`src/rtl/crypto_instr_pkg.sv`:
```
`default_nettype none
// ============================================================================
// Module      : crypto_instr_pkg
// Description : Shared constants for the crypto scalar functional unit and
//               the result queue that sits directly behind it.
// Revision    : 1.0 - initial release
// ============================================================================
package crypto_instr_pkg;

    // Default number of result queue entries (power of two, >= 2).
    localparam int CryptoResultQueueDepth = 4;

endpackage : crypto_instr_pkg
`default_nettype wire

```
`src/rtl/crypto_credit_ctr.sv`:
```
`default_nettype none
// ============================================================================
// Module      : crypto_credit_ctr
// Description : Issue credit tracking for the crypto result queue. A slot is
//               reserved for every accepted issue during the one cycle the FU
//               takes to produce its result ("pending"), so the FU is only
//               started when its result is guaranteed a place in the queue.
// Ports       : clk, rst           - clock, synchronous active-high reset
//               i_issue_fire       - instruction dispatched this cycle
//               i_count            - current queue occupancy
//               o_issue_ready      - a slot is guaranteed for a new issue
// Revision    : 1.0 - initial release
// ============================================================================
module crypto_credit_ctr #(
    parameter int DEPTH = 4,
    parameter int CW    = $clog2(DEPTH + 1)
) (
    input  logic          clk,
    input  logic          rst,
    input  logic          i_issue_fire,
    input  logic [CW-1:0] i_count,
    output logic          o_issue_ready
);

    logic          r_pending;
    logic [CW:0]   w_used;

    // One extra bit so count + pending cannot wrap before the compare.
    assign w_used        = {1'b0, i_count} + {{CW{1'b0}}, r_pending};
    assign o_issue_ready = (w_used < (CW + 1)'(DEPTH));

    // Fires issued while not ready carry no credit.
    always_ff @(posedge clk) begin
        if (rst) begin
            r_pending <= 1'b0;
        end else begin
            r_pending <= i_issue_fire && o_issue_ready;
        end
    end

endmodule : crypto_credit_ctr
`default_nettype wire

```
`src/rtl/crypto_result_queue.sv`:
```
`default_nettype none
// ============================================================================
// Module      : crypto_result_queue
// Description : Result FIFO behind the crypto scalar FU. Captures every FU
//               result (no backpressure on the FU side), presents the head to
//               writeback with valid/ready, and drives issue credits.
//               Optional macro CRYPTO_RESULT_QUEUE_BYPASS_EN: when the queue
//               is empty an FU result drives the outputs in the same cycle
//               and, if accepted, is never written to storage.
// Ports       : clk_i, rst_i                  - clock, sync active-high reset
//               issue_fire_i / issue_ready_o  - issue credit handshake
//               fu_*_i                        - FU result capture
//               result_valid_o/result_ready_i - head handshake
//               result_o..we_o                - head entry (0 when not valid)
//               overflow_o                    - sticky dropped-result flag
// Revision    : 1.0 - initial release
// ============================================================================
module crypto_result_queue
    import crypto_instr_pkg::*;
#(
    parameter int  XLEN     = 64,
    parameter int  Depth    = CryptoResultQueueDepth,
    parameter type hartid_t = logic,
    parameter type id_t     = logic
) (
    input  logic            clk_i,
    input  logic            rst_i,
    input  logic            issue_fire_i,
    output logic            issue_ready_o,
    input  logic            fu_valid_i,
    input  logic [XLEN-1:0] fu_result_i,
    input  hartid_t         fu_hartid_i,
    input  id_t             fu_id_i,
    input  logic [4:0]      fu_rd_i,
    input  logic            fu_we_i,
    output logic            result_valid_o,
    input  logic            result_ready_i,
    output logic [XLEN-1:0] result_o,
    output hartid_t         hartid_o,
    output id_t             id_o,
    output logic [4:0]      rd_o,
    output logic            we_o,
    output logic            overflow_o
);

    localparam int PW = $clog2(Depth);
    localparam int CW = $clog2(Depth + 1);

    typedef struct packed {
        logic [XLEN-1:0] result;
        hartid_t         hartid;
        id_t             id;
        logic [4:0]      rd;
        logic            we;
    } entry_t;

    entry_t          r_mem [Depth];
    logic [PW-1:0]   r_wptr;
    logic [PW-1:0]   r_rptr;
    logic [CW-1:0]   r_count;
    logic            r_overflow;

    entry_t          w_fu_entry;
    entry_t          w_head;
    entry_t          w_out;
    logic            w_empty;
    logic            w_full;
    logic            w_bypass;
    logic            w_valid;
    logic            w_pop;
    logic            w_push_req;
    logic            w_push;
    logic            w_drop;

    assign w_fu_entry = '{result: fu_result_i, hartid: fu_hartid_i,
                          id: fu_id_i, rd: fu_rd_i, we: fu_we_i};

    assign w_empty = (r_count == '0);
    assign w_full  = (r_count == CW'(Depth));

`ifdef CRYPTO_RESULT_QUEUE_BYPASS_EN
    assign w_bypass = w_empty && fu_valid_i;
`else
    assign w_bypass = 1'b0;
`endif

    assign w_valid = !w_empty || w_bypass;

    // A handshake on a bypassed entry does not touch storage.
    assign w_pop      = w_valid && result_ready_i && !w_empty;
    assign w_push_req = fu_valid_i && !(w_bypass && result_ready_i);
    // When full, a same-cycle pop frees the slot the push needs.
    assign w_push     = w_push_req && (!w_full || w_pop);
    assign w_drop     = w_push_req && w_full && !w_pop;

    assign w_head = w_bypass ? w_fu_entry : r_mem[r_rptr];
    assign w_out  = w_valid ? w_head : '0;

    assign result_valid_o = w_valid;
    assign result_o       = w_out.result;
    assign hartid_o       = w_out.hartid;
    assign id_o           = w_out.id;
    assign rd_o           = w_out.rd;
    assign we_o           = w_out.we;
    assign overflow_o     = r_overflow;

    // Storage is not reset; only pointers/count define which entries are live.
    always_ff @(posedge clk_i) begin
        if (w_push) begin
            r_mem[r_wptr] <= w_fu_entry;
        end
    end

    // Depth is a power of two, so pointers wrap by natural overflow.
    always_ff @(posedge clk_i) begin
        if (rst_i) begin
            r_wptr     <= '0;
            r_rptr     <= '0;
            r_count    <= '0;
            r_overflow <= 1'b0;
        end else begin
            if (w_push) begin
                r_wptr <= r_wptr + 1'b1;
            end
            if (w_pop) begin
                r_rptr <= r_rptr + 1'b1;
            end
            case ({w_push, w_pop})
                2'b10:   r_count <= r_count + 1'b1;
                2'b01:   r_count <= r_count - 1'b1;
                default: r_count <= r_count;
            endcase
            if (w_drop) begin
                r_overflow <= 1'b1;
            end
        end
    end

    crypto_credit_ctr #(
        .DEPTH (Depth),
        .CW    (CW)
    ) u_credit (
        .clk           (clk_i),
        .rst           (rst_i),
        .i_issue_fire  (issue_fire_i),
        .i_count       (r_count),
        .o_issue_ready (issue_ready_o)
    );

endmodule : crypto_result_queue
`default_nettype wire

```
`config.mk`:
```
export PLATFORM = sky130hd
export DESIGN_NAME = crypto_result_queue
export DESIGN_NICKNAME = d
export VERILOG_FILES = /design/src/rtl/crypto_instr_pkg.sv /design/src/rtl/crypto_credit_ctr.sv /design/src/rtl/crypto_result_queue.sv
export SDC_FILE = /design/constraint.sdc
export NUM_CORES = 1
export LEC_CHECK = 0
export ABC_AREA = 0
export ABC_CLOCK_PERIOD_IN_PS = 5800
export CAP_MARGIN = 20
export CELL_PAD_IN_SITES_DETAIL_PLACEMENT = 1
export CELL_PAD_IN_SITES_GLOBAL_PLACEMENT = 2
export CORE_AREA = 2 2 187 143
export DETAILED_ROUTE_END_ITERATION = 7
export DIE_AREA = 0 0 189 145
export PLACE_DENSITY_LB_ADDON = 0.1
export SYNTH_ARGS = -nofsm -noshare
export SYNTH_HDL_FRONTEND = slang
export SYNTH_SLANG_ARGS = --single-unit
```
`constraint.sdc`:
```
create_clock -name clk_i -period 5.8 [get_ports clk_i]
set_clock_uncertainty 0.15 [all_clocks]
set_input_delay 1.16 -clock clk_i [delete_from_list [all_inputs] [get_ports clk_i]]
set_output_delay 1.16 -clock clk_i [all_outputs]
set_load 0.02 [all_outputs]
```
Word-level counts from Yosys, hierarchy flattened
Memories as Yosys holds them, arrays and structs flattened. A register that Yosys moved wholly into a read port is not among the register bits. Index checks and enable logic that the tools add are counted.

Add/sub/neg operators: 5. Magnitude comparators: 1. Equality and inequality tests: 3. Multiplexer cells: 6. Reduce and logical (&&, ||, !) cells: 12.

Operator list (count): $mux W72 (1); $logic_and A1 B1 Y1 (6); $pmux W3 S2 (1); $add A2 B1 Y2 const B (2); $add A3 B1 Y4 (1); $lt A4 B3 Y1 const B (1); $mux W2 (2); $add A3 B1 Y3 const B (1); $eq A3 B3 Y1 const B (1); $logic_not A1 Y1 (3); $logic_not A3 Y1 (1); $sub A3 B1 Y3 const B (1); $eq A2 B1 Y1 const B (1); $eq A2 B2 Y1 const B (1); $mux W1 (2); $reduce_bool A2 Y1 (1); $logic_or A1 B1 Y1 (1).

Register bits: 9. RAM bits: 288. Bits of input ports: 77. Output and inout bits: 75. Logic and storage cells: 33. Memories: 1.

Memory list: r_mem (depth 4, width 72, rd ports 1, clocked after Yosys merged registers in 1, write ports 1, line crypto_result_queue.sv:57) `entry_t r_mem [Depth];`.

Longest topological paths before layout
Depth after elaboration: 8. Gate-level depth with buffers: 8.

Modules after synthesis
A second synthesis with hierarchy kept.

Cell total of the unflattened synthesis: 526. Area, all modules: 11594.9 sq um.

Modules (own cells, without submodules): crypto_result_queue (instances 1, cells an instance 523, area each 11553.6 sq um, seq. area each 8848.5 sq um); crypto_credit_ctr (instances 1, cells an instance 3, area each 41.3 sq um, seq. area each 20.0 sq um).

Worst setup path before layout
OpenSTA, ideal clock, no wires.

Kind: in2reg. Start: input result_ready_i. End: memory r_mem[0][0] (netlist bit) (enable). Library setup time: 0.438 ns. Data arrival time: 3.213 ns. Required time: 5.212 ns. Setup slack: 1.998 ns. Stages on the path: 3. Path through: buf_2 > or4b_4 > and3_1.

Longest elaborated chain between the ends: 6.

Ends and longest elaborated chain: from (decl) (line crypto_result_queue.sv:37) `input logic result_ready_i,`; $logic_and A1 B1 Y1 (2 in series) (line crypto_result_queue.sv:90) `assign w_pop = w_valid && result_ready_i && !w_empty;`; $logic_or A1 B1 Y1 (line crypto_result_queue.sv:93) `assign w_push = w_push_req && (!w_full || w_pop);`; $logic_and A1 B1 Y1 (line crypto_result_queue.sv:93); $mux W1 (line crypto_result_queue.sv:109) `if (w_push) begin`; $mux W1 (implied by the code) (line crypto_result_queue.sv:110) `r_mem[r_wptr] <= w_fu_entry;`; to (decl) (line crypto_result_queue.sv:57).

Every way passes these cells.

==> impl_results.md <==
* Setup crit end: result_o[14]
* Critical path class: reg2out
* Power per Cell Area at 455 nW/µm²
* CTS tree: done
* Storage cell area at 8880 µm²
* CP Launch Type: flop
* Remaining DRCs at 0
* Multi-input gate area at 2460 µm²
* Relative slew slack at 30.0%
* Share of layout cells above drive strength 1 at 18.4%
* Hold Vio Cnt, Final at 0
* Main synth FF type: edfxtp_1
* Syn Nets at 609
* Period utilization at 76.7%
* Leak Pwr at 0.00457 µW
* Via count at 5584
* Fmax at 0.225 GHz
* Max Fanout on Critical Path at 39
* Critical-path cell list: buf_12, mux4_2, and2_1, clkdlybuf4s50_1
* Number of cells on the critical path at 4
* Final nets at 771
* Sequential area share after synthesis at between 70% and 80%
* Post-DP HPWL at about 14000 µm
* Hold_buf cts at 0
* Async SR Flop Fraction at 0%
* Number of synthesis warnings at 0
* Max cap viols at 0
* CTS-repair resized insts at 0
* Post-route ant nets at 0
* Critical path required time at 4.49 ns
* Vias in the first global route at 6217
* Die area at between 20000 and 30000 µm²
* Postcts setup bufs at 0
* Clk_lat worst skew at approximately 0.54 ns
* Max incr delay on CP at 0.83 ns
* DR iter-0 viols at 337
* Post-route minimum period at 4.45 ns
* Top cells by area, synth: edfxtp_1 75%, mux4_2 14%, and2_1 3.9%, dfxtp_1 1.9%, buf_12 1.2%
* Num Clock Sinks at 299
* Post-Synthesis Cells at 527
* Root buf cell: clkbuf_16
* Top-count cell post-synth: edfxtp_1
* PortBufs at between 150 and 200
* Drt wl/cell at about 22 µm
* Post-Route Setup TNS at 0 ns
* Die width at roughly 190 µm
* Synth cell count leaders: 288 x edfxtp_1, 72 x and2_1, 70 x mux4_2, 11 x buf_2, 11 x dfxtp_1
* Fillers at 2213
* RSZ-0062 raised after global routing: no
* Vias per cell at 5.28
* Max Slew Vio Count at 0
* Top-area cell type share of the netlist area at 74.7%
* Status: complete, no violations
* R2R Path Start: r_count[0]
* Final wirelength at approximately 24000 µm
* Reg-to-reg critical path endpoint: r_count[2]
* Total Routing Usage GR at 17.7%
* Area Growth Syn to Fin at 23.9%
* Avg Inst Size Synth at 22.0 µm²
* Least-Margin Pin Slew at 1.05 ns
* Crit. End Element: output pin
* Reg clk slew, reported paths at 0.06 ns
* R2r worst-path depth at 6
* Finished Layout Cells at between 1k and 1.5k
* Initial antenna violation count at 2
* Rows at 51
* Distinct cells, synth at 33
* H-tree depth at 1
* Max stage delay cell, worst path: dfxtp_4
* Worst path top cell family by delay: buffers and inverters
* Post-synth EDFFs at 288
* DRT Pass-1 Iters at 4
* DIE HEIGHT at between 100 and 150 µm
* Cell taking the most area after synthesis: edfxtp_1
* Routability congestion estimate at 0.695
* # IOs at 152
* Tightest Hold Check Type: reg2reg
* First-pass GRT wire length at 37000 µm
* Worst R2R Setup Slack at 2.95 ns
* Critical path buffer and inverter count at 2
* Core area at 25600 µm²
* Initial core utilization at 45.3%
* Worst vdd rail ir drop at 0.264 mV
* Clock buffer count from CTS at 30
* Final Setup Violations at 0
* Crit path DAT at between 3 and 4 ns
* Total grt overflow at 0
* Max clock buf depth at 3
* Largest net degree at the start of global routing at 59
* Synthesized cell area at roughly 12000 µm²
* Synth Register Bits at roughly 300
* Placed cell count at around 1k
* Core Util, Final at 56.1%
[cell usage in the layout, fill, tap and decap left out, drive strengths merged]
master | synthesis | layout
nand3 | 3 | 3
buf | 20 | 9
nand2b | 2 | 2
clkdlybuf4s50 | 0 | 151
clkbuf | 10 | 40
a221oi | 1 | 1
or3b | 1 | 1
nor4b | 2 | 2
diode | 0 | 1
or4b | 1 | 1
a21oi | 3 | 3
ha | 4 | 4
xor2 | 2 | 2
and2 | 72 | 72
o21ai | 2 | 2
and3b | 1 | 1
inv | 5 | 5
mux2i | 1 | 1
dfxtp | 11 | 11
o31ai | 1 | 1
mux2 | 2 | 2
mux4 | 72 | 72
fa | 1 | 1
o21a | 1 | 1
xnor2 | 1 | 1
bufinv | 0 | 3
edfxtp | 288 | 288
nor2b | 1 | 1
nor2 | 10 | 10
or3 | 1 | 1
and3 | 4 | 4
clkinv | 0 | 12
o311ai | 1 | 1
a31oi | 3 | 3
[worst min-delay path: stages (launching register included)]
cell and delay (ns):
dfxtp_1 0.35, a21oi_1 0.05, nor2_1 0.08
[layer usage]
metal / global-route usage [%] / wire length (µm) / up-vias
li1: - / - / 2466
met1: 24.6 / 10500 / 2926
met2: 28.5 / 11300 / 151
met3: 4.02 / 1290 / 41
met4: 4.45 / 497 / 0
met5: 0 / 0 / -
[metrics by stage]
| stage | hold slack, ns | setup slack [ns] | cell area (µm²) | power (µW) |
|---|---|---|---|---|
| floorplan | 0.334 | 2.00 | 11600 | 3960 |
| global placement | 0.319 | 1.82 | 13400 | 4720 |
| detailed placement | 0.342 | 1.83 | 13400 | 4740 |
| CTS | 0.360 | 1.24 | 14400 | 6630 |
| global route | 0.385 | 1.13 | 14400 | 6830 |
| finish | 0.363 | 1.35 | 14400 | 6540 |
[sequential cells by signal (all words and copies together) (netlist names), named ones only]
| signal | count |
|---|---|
| r_mem | 288 |
| r_count | 3 |
| r_rptr | 2 |
| r_wptr | 2 |
| overflow_o | 1 |
| u_credit.r_pending | 1 |
[cell type report]
| cell class | count | share of cell area [%] |
|---|---|---|
| Multi-Input combinational cell | 193 | 17.2 |
| Clock buffer | 40 | 5.64 |
| Timing Repair Buffer | 160 | 11.2 |
| Antenna cell | 1 | 0.0174 |
| Clock inverter | 15 | 1.00 |
| Inverter | 5 | 0.131 |
| Tap cell | 344 | 3.00 |
| Sequential cell | 299 | 61.8 |
[logic make-up after synthesis]
| family | share of synthesized area, % |
|---|---|
| buffers and inverters | 2.37 |
| adder cells (fa/ha/maj) | 0.605 |
| AND/OR/NAND/NOR | 5.19 |
| AO/OA/AOI/OAI | 0.713 |
| flip-flops | 76.6 |
| multiplexers | 14.3 |
| XOR/XNOR | 0.227 |
[power by group]
group / internal (µW) / switching, µW / total (µW) / leakage (µW)
clock: 1110 / 772 / 1880 / 0.000470
combinational: 1030 / 970 / 2000 / 0.00136
sequential: 2520 / 132 / 2650 / 0.00274
[how the worst min path moves through the flow]
stage / depth (start not counted) / slack (ns) / startpoint / to
6_report: 2 / 0.36 / overflow_o / overflow_o
5_1_grt: 2 / 0.38 / overflow_o / overflow_o
4_1_cts: 2 / 0.36 / overflow_o / overflow_o
3_5_place_dp: 2 / 0.34 / overflow_o / overflow_o
3_3_place_gp: 2 / 0.32 / overflow_o / overflow_o
2_1_floorplan: 2 / 0.33 / r_wptr[0] / r_wptr[0]
Note: power is estimated with default switching activity, not from simulation.
